File: config.mk
export PLATFORM = sky130hd
export DESIGN_NAME = cdc_handshake_tx
export DESIGN_NICKNAME = d
export VERILOG_FILES = /design/src/rtl/cdc_handshake_tx.sv
export SDC_FILE = /design/constraint.sdc
export NUM_CORES = 1
export LEC_CHECK = 0
export CAP_MARGIN = 30
export CELL_PAD_IN_SITES_DETAIL_PLACEMENT = 1
export CELL_PAD_IN_SITES_GLOBAL_PLACEMENT = 1
export CORE_UTILIZATION = 41
export CTS_BUF_LIST = sky130_fd_sc_hd__clkbuf_8
export CTS_CLUSTER_SIZE = 8
export DETAILED_ROUTE_END_ITERATION = 8
export GPL_ROUTABILITY_DRIVEN = 0
export GPL_TIMING_DRIVEN = 0
export HOLD_SLACK_MARGIN = 0.15
export PLACE_DENSITY_LB_ADDON = 0.1
export SLEW_MARGIN = 20
export SYNTH_ARGS = -nofsm -noshare
export SYNTH_HDL_FRONTEND = slang
export SYNTH_SLANG_ARGS = --single-unit
export TNS_END_PERCENT = 30
File: constraint.sdc
create_clock -name clk -period 2.5 [get_ports clk]
set_input_delay 0.5 -clock clk [delete_from_list [all_inputs] [get_ports clk]]
set_output_delay 0.5 -clock clk [all_outputs]
set_load 0.02 [all_outputs]
File: src/rtl/cdc_handshake_tx.sv
// cdc_handshake_tx
//   Source-domain end of a four-phase req/ack handshake. It accepts a word on
//   a valid/ready port, holds it on tx_data, raises req, and waits for the
//   synchronized ack to rise and then fall before it accepts the next word.
//
//   Ports
//     clk, rst        source clock, synchronous active-high reset
//     in_valid/in_ready/in_data   upstream word interface
//     req, tx_data    registered request level and held word to the far domain
//     ack_async       acknowledge from the far domain (asynchronous)
//     done            one-cycle pulse when a handshake completes
//     timeout_err     sticky: one phase lasted TIMEOUT cycles (0 disables)
module cdc_handshake_tx #(
  parameter int DATA_W      = 8,
  parameter int SYNC_STAGES = 2,
  parameter int TIMEOUT     = 255
) (
  input  logic              clk,
  input  logic              rst,
  input  logic              in_valid,
  output logic              in_ready,
  input  logic [DATA_W-1:0] in_data,
  output logic              req,
  output logic [DATA_W-1:0] tx_data,
  input  logic              ack_async,
  output logic              done,
  output logic              timeout_err
);

  // Keep the counter at least one bit wide so TIMEOUT = 0 still elaborates.
  localparam int CNT_W = (TIMEOUT > 0) ? $clog2(TIMEOUT + 1) : 1;
  localparam logic [CNT_W-1:0] CNT_MAX = CNT_W'(TIMEOUT);

  typedef enum logic [1:0] {IDLE, REQ, DROP} state_t;

  state_t                 state, state_nx;
  logic [SYNC_STAGES-1:0] sync;
  logic                   ack_s;
  logic [CNT_W-1:0]       cnt, cnt_nx;

  // ack synchronizer; only the last flop is ever looked at.
  always_ff @(posedge clk) begin
    if (rst) sync <= '0;
    else     sync <= {sync[SYNC_STAGES-2:0], ack_async};
  end
  assign ack_s = sync[SYNC_STAGES-1];

  // State register
  always_ff @(posedge clk) begin
    if (rst) state <= IDLE;
    else     state <= state_nx;
  end

  // Next state. A timeout never forces a transition; the FSM keeps waiting.
  always_comb begin
    state_nx = state;
    case (state)
      IDLE:    if (in_valid && !ack_s) state_nx = REQ;
      REQ:     if (ack_s)              state_nx = DROP;
      DROP:    if (!ack_s)             state_nx = IDLE;
      default:                         state_nx = IDLE;
    endcase
  end

  // Outputs decoded from state. A high ack_s in IDLE is leftover from a
  // misbehaving receiver, so hold off new words until it clears.
  always_comb begin
    in_ready = (state == IDLE) && !ack_s;
  end

  // Registered handshake outputs, updated on the transition edges only.
  always_ff @(posedge clk) begin
    if (rst) begin
      req     <= 1'b0;
      tx_data <= '0;
      done    <= 1'b0;
    end else begin
      done <= 1'b0;
      if (state == IDLE && state_nx == REQ) begin
        req     <= 1'b1;
        tx_data <= in_data;
      end
      if (state == REQ && state_nx == DROP) req  <= 1'b0;
      if (state == DROP && state_nx == IDLE) done <= 1'b1;
    end
  end

  // Phase counter: cleared on every transition, counts while waiting in
  // REQ/DROP, saturates at TIMEOUT.
  always_comb begin
    cnt_nx = cnt;
    if (state_nx != state)                        cnt_nx = '0;
    else if (state != IDLE && cnt != CNT_MAX)     cnt_nx = cnt + 1'b1;
  end

  always_ff @(posedge clk) begin
    if (rst) begin
      cnt         <= '0;
      timeout_err <= 1'b0;
    end else begin
      cnt <= cnt_nx;
      // cnt_nx only equals CNT_MAX after counting, since a transition clears it.
      if (TIMEOUT != 0 && cnt_nx == CNT_MAX) timeout_err <= 1'b1;
    end
  end

endmodule
==> reports/results.txt <==
Mapped Nets = 130
HPWL after DPL = 1940 µm
Crit-path max FO = 10
H-tree levels = 1
CTS clk-pin slew, worst paths = 80 ps
Vias per inst = 5.68
Area growth syn-to-layout = 30.5%
First-pass GRT wire length = 4350 µm
Setup TNS = 0 ps
Period utilization = 0.830
Gate count of the mapped netlist = 117
Leak = 0.534 nW
Non-filler cells, final = 173
Crit path largest cell delay = 630 ps
Maximum clock insertion buffer count = 2
Buffers & Inverters on Critical Path = 2
Mean Syn Cell Area = 8.88 µm²
RSZ-0062 raised after global routing = no
Crit path max-delay cell type = clkdlybuf4s50_1
Critical Path RT = 2000 ps
Antenna cells = 0
Die Wd = 52.3 µm
Slew Limit Fails = 0
Ports = 24
Final WL = 2570 µm
Yosys warnings = 0
Share of cells above drive strength 1 = 0.110
Placed cells = 168
Worst relative slew slack = 0.725
Core Area = 2300 µm²
Pwr/cell area = 543 nW/µm²
Hold Vio Cnt, Final = 0
Endpoints failing setup = 0
Worst min path class = flop to flop
Worst Skew = 2.60 ps
Yosys cell types = 38
Worst-Margin Slew = 412 ps
Synthesized cell area = 1040 µm²
Worst Path Arrival = 1570 ps
Max-cap violations = 0
IO Port Bufs = 23
Nets = 159
CTS tree = done
Tmin final = 2070 ps
Largest net degree at the start of global routing = 14
Root buffer cell = clkbuf_8
Critical path cell sequence = buf_6, nor3_1, clkdlybuf4s50_1
Number of setup buffers added after CTS = 0
WL/cell = 14.9 µm
Achievable frequency = 482 MHz
Area of the die = 2740 µm²
PostCTS Resize Cnt = 0
Drt drc = 0
Die Y = 52.3 µm
Type of the worst setup path = flop to output port
CTS Buf Count = 3
Antenna Violating Nets Remaining = 0
Drt first pass iters = 4
Clock network latency to the later pin of the worst-skew pair = 270 ps
Via count = 983
Maximum VDD drop = 571 µV
CP Capture Type = output port
TritonCTS Sinks = 23
Most frequent cells in the layout = 23 x dfxtp_1, 23 x clkdlybuf4s50_1, 20 x nand2_1
Hold_buf cts = 0
GRT Residual Overflow = 0
Startpoint types = flop
Seq cells post-synth = 23
Filler Cells Inserted = 290
Starting DRC count in detailed routing = 9
Num rows = 17
Total GRT Usage = 0.216
Crit-path leading delay family = buffers and inverters
Number of global-route vias before repair = 992
Initial Util = 0.452
Status = complete, no violations
Seq/Total Area, Yosys = 0.443
Initial antenna violation count = 0
-- cell families (layout without fill, tap and decap cells) --
| family | after synthesis | in the layout | share of synthesized area |
|---|---|---|---|
| multiplexers | 2 | 2 | 0.0193 |
| AND/OR/NAND/NOR | 49 | 49 | 0.233 |
| buffers and inverters | 8 | 36 | 0.0542 |
| XOR/XNOR | 2 | 2 | 0.0169 |
| adder cells (fa/ha/maj) | 1 | 1 | 0.0120 |
| AO/OA/AOI/OAI | 32 | 32 | 0.222 |
| flip-flops | 23 | 23 | 0.443 |
-- registers in the layout (all words and copies together) (netlist names) --
signal       count
tx_data          8
cnt              8
done             1
timeout_err      1
req              1
state            2
sync             2
-- per-stage QoR --
| step | utilization | setup WS, ps | area [µm²] | total power (W) | hold slack [ps] |
|---|---|---|---|---|---|
| after global placement | 0.568 | 378 | 1300 | 0.000504 | 428 |
| after detailed placement | 0.568 | 234 | 1300 | 0.000509 | 437 |
| after floorplan | - | 937 | 1040 | 0.000454 | 414 |
| final | 0.590 | 426 | 1360 | 0.000735 | 454 |
| after CTS | 0.588 | 419 | 1350 | 0.000744 | 460 |
| after global routing | 0.590 | 342 | 1360 | 0.000769 | 482 |
-- layout make-up --
type,count,area (µm²),area share
sequential,23,460,0.340
timing repair buffer,24,235,0.174
clock buffer,3,41.3,0.0305
inverter,3,11.3,0.00831
multi-input combinational,86,522,0.385
clock inverter,1,5.00,0.00369
buffer,5,45.0,0.0332
tap,28,35.0,0.0259
-- layer usage --
layer,vias up,GRT usage,part of all wire
li1,476,-,-
met1,477,0.263,0.46
met2,25,0.359,0.48
met3,5,0.0522,0.046
met4,0,0.0877,0.016
met5,-,0,0
-- Yosys cell counts, drive strengths merged --
cell type,n,share of area
dfxtp,23,0.44
nand2,20,0.072
a21oi,11,0.053
nor2,10,0.036
nand3,5,0.024
nor3,5,0.029
buf,4,0.040
o21ai,4,0.019
inv,3,0.011
and3,2,0.012
mux2i,2,0.019
nor2b,2,0.012
o2111a,2,0.022
o2111ai,2,0.017
o211ai,2,0.019
xor2,2,0.017
a211oi,1,0.0072
a21o,1,0.0072
a22o,1,0.0084
a2bb2oi,1,0.0084
a31o,1,0.0084
a31oi,1,0.0060
a32o,1,0.011
and2,1,0.0060
clkbuf,1,0.0036
ha,1,0.012
nand2b,1,0.0060
nand4,1,0.020
nor4,1,0.0060
nor4b,1,0.0084
o21a,1,0.0072
o21bai,1,0.0072
o22ai,1,0.012
o32ai,1,0.0084
-- path summary, 6_finish.rpt --
kind | startpoint | endpoint | slack (ps) | depth (start not counted)
worst max-delay path | state[1]$_SDFF_PP0_ | in_ready | 430 | 3
worst min-delay path | sync[0]$_SDFF_PP0_ | sync[1]$_SDFF_PP0_ | 450 | 1
worst max register to register | cnt[1]$_SDFF_PP0_ | timeout_err$_SDFFE_PP0N_ | 680 | 6
worst min register to register | sync[0]$_SDFF_PP0_ | sync[1]$_SDFF_PP0_ | 450 | 1
-- power breakdown --
part	total, W	internal, W	switching, W
Combinational	0.000111	0.0000531	0.0000575
Sequential	0.000390	0.000380	0.0000100
Clock	0.000234	0.000112	0.000123
Total	0.000735	0.000545	0.000190
Power figures use the tool's default switching activity.
